$ cat config.mk
export PLATFORM = sky130hd
export DESIGN_NAME = serial_adder
export DESIGN_NICKNAME = d
export VERILOG_FILES = /design/src/rtl/serial_adder_pkg.sv /design/src/rtl/serial_adder_full_adder.sv /design/src/rtl/serial_adder.sv
export SDC_FILE = /design/constraint.sdc
export NUM_CORES = 1
export LEC_CHECK = 0
export ABC_AREA = 1
export CAP_MARGIN = 20
export CORE_ASPECT_RATIO = 0.6
export CORE_UTILIZATION = 58
export CTS_BUF_LIST = sky130_fd_sc_hd__clkbuf_8
export CTS_CLUSTER_DIAMETER = 80
export CTS_CLUSTER_SIZE = 16
export DETAILED_ROUTE_END_ITERATION = 7
export PLACE_DENSITY = 0.93
export SLEW_MARGIN = 20
export SYNTH_ARGS = -nofsm -noshare
export SYNTH_HDL_FRONTEND = slang
export SYNTH_SLANG_ARGS = --single-unit
$ cat constraint.sdc
create_clock -name clk -period 2 [get_ports clk]
set_input_delay 0.4 -clock clk [delete_from_list [all_inputs] [get_ports clk]]
set_output_delay 0.4 -clock clk [all_outputs]
set_load 0.03 [all_outputs]
$ cat src/rtl/serial_adder_pkg.sv
// Shared types and sizing helpers for the bit-serial adder.
package serial_adder_pkg;

    // Controller states of the serial adder.
    typedef enum logic [1:0] {
        IDLE = 2'd0,
        RUN  = 2'd1,
        DONE = 2'd2
    } state_t;

    localparam int unsigned MIN_WIDTH = 1;
    localparam int unsigned MAX_WIDTH = 64;

    // Bit counter width; the extra bit keeps WIDTH=1 and powers of two representable.
    function automatic int unsigned cnt_width(input int unsigned width);
        return 32'($clog2(width)) + 32'd1;
    endfunction

endpackage

$ cat src/rtl/serial_adder_full_adder.sv
// One-bit adder cells: half_adder and the full_adder built from two of them.

// Half adder: sum and carry of two bits.
module half_adder (
    input  logic a,
    input  logic b,
    output logic sum,
    output logic cout
);
    assign sum  = a ^ b;
    assign cout = a & b;
endmodule

// Full adder: two cascaded half adders with the partial carries OR-ed.
module full_adder (
    input  logic a,
    input  logic b,
    input  logic cin,
    output logic sum,
    output logic cout
);
    logic s0;
    logic c0;
    logic c1;

    half_adder u_ha0 (.a(a),  .b(b),   .sum(s0),  .cout(c0));
    half_adder u_ha1 (.a(s0), .b(cin), .sum(sum), .cout(c1));

    assign cout = c0 | c1;
endmodule

$ cat src/rtl/serial_adder.sv
// Bit-serial adder: one full-adder cell reused LSB first, WIDTH cycles per add.
// Optional signed-overflow output enabled by defining SERIAL_ADDER_OVF_EN.
module serial_adder
    import serial_adder_pkg::*;
#(
    parameter int unsigned WIDTH = 8
) (
    input  logic             clk,
    input  logic             rst_n,
    input  logic             in_valid,
    output logic             in_ready,
    input  logic [WIDTH-1:0] a,
    input  logic [WIDTH-1:0] b,
    input  logic             cin,
    output logic             out_valid,
    input  logic             out_ready,
    output logic [WIDTH-1:0] sum,
`ifdef SERIAL_ADDER_OVF_EN
    output logic             cout,
    output logic             ovf
`else
    output logic             cout
`endif
);

    localparam int unsigned CNT_W = cnt_width(WIDTH);

    state_t             state;
    logic [WIDTH-1:0]   shift_a;
    logic [WIDTH-1:0]   shift_b;
    logic [WIDTH-1:0]   sum_reg;
    logic               carry;
    logic [CNT_W-1:0]   cnt;

    logic               fa_sum;
    logic               fa_cout;
    logic [WIDTH-1:0]   sum_shift_c;

    // The single serial bit cell.
    full_adder u_fa (
        .a   (shift_a[0]),
        .b   (shift_b[0]),
        .cin (carry),
        .sum (fa_sum),
        .cout(fa_cout)
    );

    // Sum register with the new bit entering at the MSB.
    assign sum_shift_c = (sum_reg >> 1) | (WIDTH'(fa_sum) << (WIDTH - 1));

    // Controller, datapath and registered handshake outputs.
    always_ff @(posedge clk or negedge rst_n) begin
        if (!rst_n) begin
            state     <= IDLE;
            in_ready  <= 1'b1;
            out_valid <= 1'b0;
            sum       <= '0;
            cout      <= 1'b0;
            shift_a   <= '0;
            shift_b   <= '0;
            sum_reg   <= '0;
            carry     <= 1'b0;
            cnt       <= '0;
`ifdef SERIAL_ADDER_OVF_EN
            ovf       <= 1'b0;
`endif
        end else begin
            case (state)
                IDLE: begin
                    if (in_valid) begin
                        shift_a  <= a;
                        shift_b  <= b;
                        carry    <= cin;
                        cnt      <= '0;
                        in_ready <= 1'b0;
                        state    <= RUN;
                    end
                end
                RUN: begin
                    carry   <= fa_cout;
                    shift_a <= shift_a >> 1;
                    shift_b <= shift_b >> 1;
                    sum_reg <= sum_shift_c;
                    cnt     <= cnt + CNT_W'(1);
                    if (cnt == CNT_W'(WIDTH - 1)) begin
                        sum       <= sum_shift_c;
                        cout      <= fa_cout;
`ifdef SERIAL_ADDER_OVF_EN
                        ovf       <= carry ^ fa_cout;
`endif
                        out_valid <= 1'b1;
                        state     <= DONE;
                    end
                end
                DONE: begin
                    if (out_ready) begin
                        out_valid <= 1'b0;
                        in_ready  <= 1'b1;
                        state     <= IDLE;
                    end
                end
                default: begin
                    out_valid <= 1'b0;
                    in_ready  <= 1'b1;
                    state     <= IDLE;
                end
            endcase
        end
    end

endmodule

# After elaboration in Yosys (flattened, before gate mapping)
# Cells that the tools add are included.
[word_totals] register_bits=42 out_inout_bits=11
[op_classes] addsub=1 n_eq_ne=6 n_mux=18 n_bitwise=8 reduce_logical=7
[ops] op="$pmux 8 s2" n=2
[ops] op="$mux 8" n=2
[ops] op="$reduce_and 3->1" n=3
[ops] op="$or 7x8->8" n=1
[ops] op="$pmux 4 s2" n=1
[ops] op="$mux 2" n=3
[ops] op="$ne 2x2->1 const B" n=3
[ops] op="$pmux 1 s3" n=2
[ops] op="$pmux 2 s3" n=1
[ops] op="$mux 1" n=5
[ops] op="$add 4x1->4 const B" n=1
[ops] op="$eq 4x3->1 const B" n=1
[ops] op="$mux 4" n=1
[ops] op="$reduce_and 2->1" n=2
[ops] op="$and 1x1->1" n=2
[ops] op="$eq 2x1->1 const B" n=1
[ops] op="$eq 2x2->1 const B" n=1
[ops] op="$logic_not 2->1" n=1
[ops] op="$not 1->1" n=2
[ops] op="$pmux 1 s2" n=1
[ops] op="$reduce_bool 2->1" n=1
[ops] op="$xor 1x1->1" n=2
[ops] op="$or 1x1->1" n=1

# Longest topological paths before layout
[logic_depth] word_depth=4 depth_mapped=7 mapped_depth_nobuf=6

# Hierarchy
# A second synthesis with hierarchy kept.
[unflattened] hier_cells=205 hier_area_um2=1785.5
[by_module_without_submodules] mod="serial_adder" n_inst=1 cells_per_inst=200 area_per_inst_um2=1749.2
[by_module_without_submodules] mod="half_adder" n_inst=2 cells_per_inst=1 area_per_inst_um2=12.5
[by_module_without_submodules] mod="full_adder" n_inst=1 cells_per_inst=3 area_per_inst_um2=11.3

# Worst setup path after synthesis
# OpenSTA, ideal clock, no wires.
[synth_path] kind="register to register" start="register cnt[0]" end="register state[1]" t_arrival_ns=1.033 t_required_ns=1.870 setup_slack_ns=0.837 path_stages_with_launch=7 n_path_buf=1 cell_sequence="dfrtp_1 -> ha_1 -> nand2_1 -> nor2_1 -> nand2_1 -> buf_2 -> o21ai_0"
[synth_via] elab_chain_cells=3
[synth_rtl] item="start, declared" line_no="serial_adder.sv:33" text="logic [CNT_W-1:0] cnt;"
[synth_rtl] item="start signal, assigned" line_no="serial_adder.sv:84" text="cnt <= cnt + CNT_W'(1);"
[synth_rtl] item="$eq 4x3->1" line_no="serial_adder.sv:85" text="if (cnt == CNT_W'(WIDTH - 1)) begin"
[synth_rtl] item="$ne 2x2->1 (no line)"
[synth_rtl] item="$reduce_and 3->1 (no line)"
[synth_rtl] item="end signal, assigned" line_no="serial_adder.sv:92" text="state <= DONE;"
[synth_rtl] item="end signal, assigned" line_no="serial_adder.sv:99" text="state <= IDLE;"
[synth_rtl] item="end signal, assigned" line_no="serial_adder.sv:105" text="state <= IDLE;"
[synth_rtl] item="end, declared" line_no="serial_adder.sv:28" text="state_t state;"
# Every way passes these cells.
# A chain may end at the register's enable or synchronous reset.

# Worst setup path after layout
[layout_path] start="register in_ready" end="output in_ready"
[layout_lines] item="start, declared" line_no="serial_adder.sv:11" text="output logic in_ready,"
[layout_lines] item="start signal, assigned" line_no="serial_adder.sv:55" text="in_ready <= 1'b1;"
[layout_lines] item="start signal, assigned" line_no="serial_adder.sv:75" text="in_ready <= 1'b0;"
[layout_lines] item="start signal, assigned" line_no="serial_adder.sv:98" text="in_ready <= 1'b1;"
# No word-level cell between the ends.

==> flow_metrics.env <==
export IMPL_port_buffers=31
export IMPL_rows=15
export IMPL_path_depth=1
export IMPL_critPathArrivalTime_ns=1.49
export IMPL_dr_pass1_iters=4
export IMPL_seqCellArea_mm2=0.00103
export IMPL_synthCells=206
export IMPL_yosys_area_share_simple_pct=31.5
export IMPL_synth_edf_count=0
export IMPL_nFillCells=205
export IMPL_ys_warn_count=0
export IMPL_synth_area_leader_cell="dfrtp_1"
export IMPL_max_freq_mhz=530
export IMPL_synthArstFlopShare_pct=100
export IMPL_die_x_um=73.9
export IMPL_synth_area_leaders="dfrtp_1 56%, nand3_1 15%, nand2_1 14%"
export IMPL_crit_start="in_ready$_DFFE_PN1P_"
export IMPL_avgSynthCellArea_um2=8.73
export IMPL_routabilityCongestion=0.790
export IMPL_cts_buffers=5
export IMPL_finalHoldWorstSlack_ns=0.142
export IMPL_nets=261
export IMPL_crit_type="reg -> out"
export IMPL_dp_cells=273
export IMPL_syn2layout_area_growth_pct=24.7
export IMPL_max_slew_margin_pct=67.1
export IMPL_regToRegEndpoint="state[1]$_DFFE_PN0P_"
export IMPL_totalPowerFinal_uw=3310
export IMPL_final_layout_size_suffix_gt1_share_pct=7.53
export IMPL_rsz0062_at_grt="false"
export IMPL_clkLatencyLatePin_ns=0.30
export IMPL_worstPathRequired_ns=1.60
export IMPL_wire_per_inst_um=13.1
export IMPL_worst_pin_slew_ns=0.494
export IMPL_clkTransAtPathRegs_ns=0.08
export IMPL_synth_top_family_by_area="simple AND/OR/NAND/NOR gates"
export IMPL_grt_pass1_vias=1278
export IMPL_drv_cap=0
export IMPL_setup_tns_ns=0
export IMPL_cts_post_setup_buffers_inserted=0
export IMPL_endpoint_kind="output port"
export IMPL_fin_worst_skew_ns=0.00990
export IMPL_antenna_cells=0
export IMPL_power_density_mw_per_mm2=1480
export IMPL_ys_flop_type="dfrtp_1"
export IMPL_status="completed"
export IMPL_synth_compound_area_share_pct=3.34
export IMPL_finish_instance_area_mm2=0.00224
export IMPL_grt_pass1_wl_mm=5.75
export IMPL_initial_core_util_pct=61.8
export IMPL_slowest_stage="clkdlybuf4s50_1"
export IMPL_synth_cell_type_count=19
export IMPL_critPathTopFamily="buffers and inverters"
export IMPL_multi_input_area_um2=658
export IMPL_die_area_mm2=0.00333
export IMPL_ant_nets=0
export IMPL_vias=1536
export IMPL_stdcell_count=281
export IMPL_wl_mm=3.69
export IMPL_largest_reg_flops=15
export IMPL_die_y_um=45.1
export IMPL_synth_adder_area_share_pct=1.81
export IMPL_core_area_mm2=0.00291
export IMPL_hold_viol=0
export IMPL_antenna_found_initial=0
export IMPL_synthMuxAreaShare_pct=0
export IMPL_fin_crit_ns=1.89
export IMPL_cts_sinks=41
export IMPL_synth_most_common_cell="nand2_1"
export IMPL_drt_iter0_markers=171
export IMPL_netlist_area_mm2=0.00180
export IMPL_worstPathMaxFanout=2
export IMPL_ys_seq_area_share_pct=57.1
export IMPL_peakVddDrop_mv=0.833
export IMPL_r2r_start="cnt[0]$_DFFE_PN0P_"
export IMPL_synthTopCellsByCount="67 x nand2_1, 55 x nand3_1, 40 x dfrtp_1"
export IMPL_cts_resized=0
export IMPL_grt_ovfl_total=0
export IMPL_num_io_pins=32
export IMPL_slowest_delay_ns=0.66
export IMPL_hpwl_mm=2.39
export IMPL_yosys_register_bits=41
export IMPL_cp_endpoint="in_ready"
export IMPL_hp_class="in -> async"
export IMPL_ff2ff_path_depth=5
export IMPL_syn_nets=229
export IMPL_grt_max_degree=42
export IMPL_yosys_area_top_type_share_pct=55.7
export IMPL_clockRootBuffer="clkbuf_8"
export IMPL_via_per_inst=5.47
export IMPL_cts_buffer_depth=2
export IMPL_drv_slew=0
export IMPL_grt_usage_pct=24.5
export IMPL_power_leakage_uw=0.00110
export IMPL_setup_viol=0
export IMPL_cp_start_kind="flip-flop"
export IMPL_drc=0
export IMPL_synth_xor_area_share_pct=0
export IMPL_r2r_slack_ns=0.58
export IMPL_cts_tree="done"
export IMPL_post_route_period_util_pct=94.4
export IMPL_cp_cell_sequence="clkdlybuf4s50_1"
export IMPL_worst_path_buf_inv=1
export IMPL_cts_max_level=2
export IMPL_postPlaceCellArea_mm2=0.00213
export IMPL_cts_hold_buffers=0
[power by group]
part | switching [µW] | internal, µW | leakage, µW
combinational | 777 | 480 | 0.000511
sequential | 219 | 1160 | 0.000526
clock | 278 | 402 | 0.0000626
total | 1270 | 2040 | 0.00110
[worst min-delay path by stage]
stage,start,endpoint,slack (ns),cells past startpoint
after CTS,rst_n,shift_b[4]$_DFFE_PN0P_,0.16,2
after global placement,sum_reg[2]$_DFFE_PN0N_,sum[1]$_DFFE_PN0P_,0.45,2
after floorplan,rst_n,carry$_DFFE_PN0P_,0.10,0
final,rst_n,sum[0]$_DFFE_PN0P_,0.14,2
after detailed placement,in_ready$_DFFE_PN1P_,in_ready$_DFFE_PN1P_,0.46,2
after global routing,rst_n,shift_a[0]$_DFFE_PN0P_,0.19,2
[per-stage QoR]
stage / utilization, % / setup WS, ns
floorplan: - / 0.837
global placement: 73.1 / 0.441
detailed placement: 73.1 / 0.435
CTS: 77.1 / 0.103
global route: 77.1 / 0.0751
finish: 77.1 / 0.112
[routing by layer]
layer | up-vias | track usage, % | part of all wire, %
met5 | - | 0 | 0
met4 | 0 | 12.7 | 2.2
met3 | 9 | 8.93 | 8.4
met2 | 70 | 34.1 | 44
met1 | 722 | 33.9 | 46
li1 | 735 | - | -
[area by class of cell]
cell class | instances | share of cell area, %
clock inverters | 2 | 1.51
inverters | 10 | 1.67
multi-input cells | 143 | 29.4
clock buffers | 6 | 3.68
well taps | 42 | 2.34
flip-flops and latches | 41 | 45.8
repair buffers | 37 | 15.6
[cell families after synthesis]
logic type,Yosys count
flops,41
compound gates,12
simple gates,129
fa+ha+maj,2
buf+inv,22
[cell usage in the layout (no fill, tap or decap)]
master and count:
dfrtp_1 40, clkbuf_8 6, inv_1 10, o21ai_0 7, nand2_2 1, a21oi_1 2, nand3_1 55, clkdlybuf4s50_1 30
nor2_4 1, nand2_1 67, o21ai_1 3, nand4_1 1, ha_1 1, bufinv_16 1, inv_2 1, nor2_1 4
dfstp_2 1, buf_2 1, buf_4 6, fa_1 1
(Power assumes the default switching activity.)
==> RTL edit: new RTL, config.mk and constraints unchanged <==
The parameter `WIDTH` goes from 8 to 10.
--- a/src/rtl/serial_adder.sv
+++ b/src/rtl/serial_adder.sv
@@ -4,5 +4,5 @@
     import serial_adder_pkg::*;
 #(
-    parameter int unsigned WIDTH = 8
+    parameter int unsigned WIDTH = 10
 ) (
     input  logic             clk,
Interface: changed (resized a, b and sum); port bits go from 32 to 38. The function was not compared with the original's and may differ.
==> RTL edit against the unedited design <==
  * Power up 17%
  * Worst setup slack worse by 1.5 ps
  * First-iteration DRC count down 39%
  * Cell area up 19%
  * Clock power down 19%
  * Synthesized area up 23%
  * Wire length up 22%
  * Sequential share of layout area up 1.0 points
  * Sequential cell count up 9
  * Largest power group unchanged
  * Highest routed layer unchanged
==> RTL edit: results (changes against the unedited design) <==
| Metric | Value |
|---|---|
| Status | `finished, final reports clean` |
| Clk_skew | `7.420 ps (-2.485 ps)` |
| Fraction of registers with async set/reset | `1.000 (unchanged)` |
| Post-CTS Setup Bufs | `0 (unchanged)` |
| Top cells by area, synth | `dfrtp_1, nand2_1, nand3_1` |
| Clock share of power | `0.141 (-0.064)` |
| Worst R2R Start | `cnt[1]` |
| First-pass GRT wire length | `7534 µm (+31%)` |
| GP Congestion | `0.7734 (-2.1%)` |
| Nets | `313 (+20%)` |
| Fraction of layout cells with a size suffix above 1 | `0.07368 (-0.001630)` |
| GRT Total Usage | `0.2499 (+0.005053)` |
| Register area share after synthesis | `0.5643 (-0.007068)` |
| Syn Area/Cell | `8.808 µm² (+0.92%)` |
| Post-route clock period utilization | `0.9448 (about the same)` |
| Synth Net Count | `280 (+22%)` |
| DR iter-0 viols | `104 (-39%)` |
| Initial antenna violation count | `0 (unchanged)` |
| Vias in the first global route | `1682 (+32%)` |
| Worst path max stage delay | `660 ps (about the same)` |
| Largest net degree at the start of global routing | `51 (+21%)` |
| Combinational Power Share | `0.416 (+0.037)` |
| Vias per inst | `5.561 (+1.7%)` |
| Crit path max fanout | `2 (unchanged)` |
| Maximum VDD drop | `1.315 mV (+58%)` |
| Largest buffer count on any clock path | `2 (unchanged)` |
| Clk slew on worst S/H paths | `90 ps` |
| P_clk | `0.548 mW (-19%)` |
| Hold Buf Count CTS | `0 (unchanged)` |
| TritonCTS buffer count | `5 (unchanged)` |
| # diodes | `0 (unchanged)` |
| Top delay family on crit path | `buffers and inverters` |
| CP Data Arrival Time | `1490 ps (about the same)` |
| Post-Place Setup Slack | `355.4 ps (-79.50 ps)` |
| Worst Reg-to-Reg Cells | `7 (+2)` |
| Crit path max-delay cell type | `clkdlybuf4s50_1` |
| Reg-to-reg slack, setup | `320 ps (-260 ps)` |
| Total Wirelength | `4484 µm (+22%)` |
| Sw Share | `0.4151 (+0.03078)` |
| Placed instance area | `2595 µm² (+22%)` |
| Leakage power | `1.298 nW (+18%)` |
| Top cells by count, synth | `nand2_1, dfrtp_1, nand3_1` |
| Clk Latency, worst-skew pair | `300 ps (about the same)` |
| Dpl cells | `323 (+18%)` |
| PostCTS Resize Cnt | `0 (unchanged)` |
| DP HPWL | `3010 µm (+26%)` |
| RR Endpoint | `sum[6]` |
| Number of port buffers | `37 (+19%)` |
| Via count | `1835 (+19%)` |
| Final Hold Slack | `177.8 ps (+36.06 ps)` |
| Top FF cell, synth | `dfrtp_1` |
| DRT Pass-1 Iters | `5 (+1)` |
| Largest register FFs | `19 (+4)` |
| Unique masters post-synth | `24 (+5)` |
| Synth warnings | `0 (unchanged)` |
| HP Class | `input port to asynchronous set/reset pin` |
| Measured slew at the worst slew-check pin | `603.2 ps (+109.5 ps)` |
-- RTL edit: layer usage --
metal | part of all wire | track usage | vias up
met5 | 0 | 0 | -
met4 | 0.0065 | 0.07895 | 0
met3 | 0.054 | 0.05741 | 5
met2 | 0.46 | 0.3884 | 57
met1 | 0.48 | 0.3477 | 879
li1 | - | - | 894
-- RTL edit: kinds of logic (layout without fill, tap and decap cells) --
group,count (synthesis),count (layout),synth area share
and+or+nand+nor,158,158,0.3196
DFF,50,50,0.5643
buffers and inverters,27,60,0.06200
AOI/OAI and AO/OA,13,13,0.02987
adders and majority gates,3,3,0.02029
xor gates and xnor gates,1,1,0.003947
-- RTL edit: final cells by class --
cell class                      count  area [µm²]
Sequential cell                    50        1252
Multi-Input combinational cell    175       829.5
Fill cell                         235       769.5
Timing Repair Buffer               42       415.4
Clock buffer                        5       68.82
Tap cell                           45       56.30
Inverter                           11       41.29
Clock inverter                      2       10.01
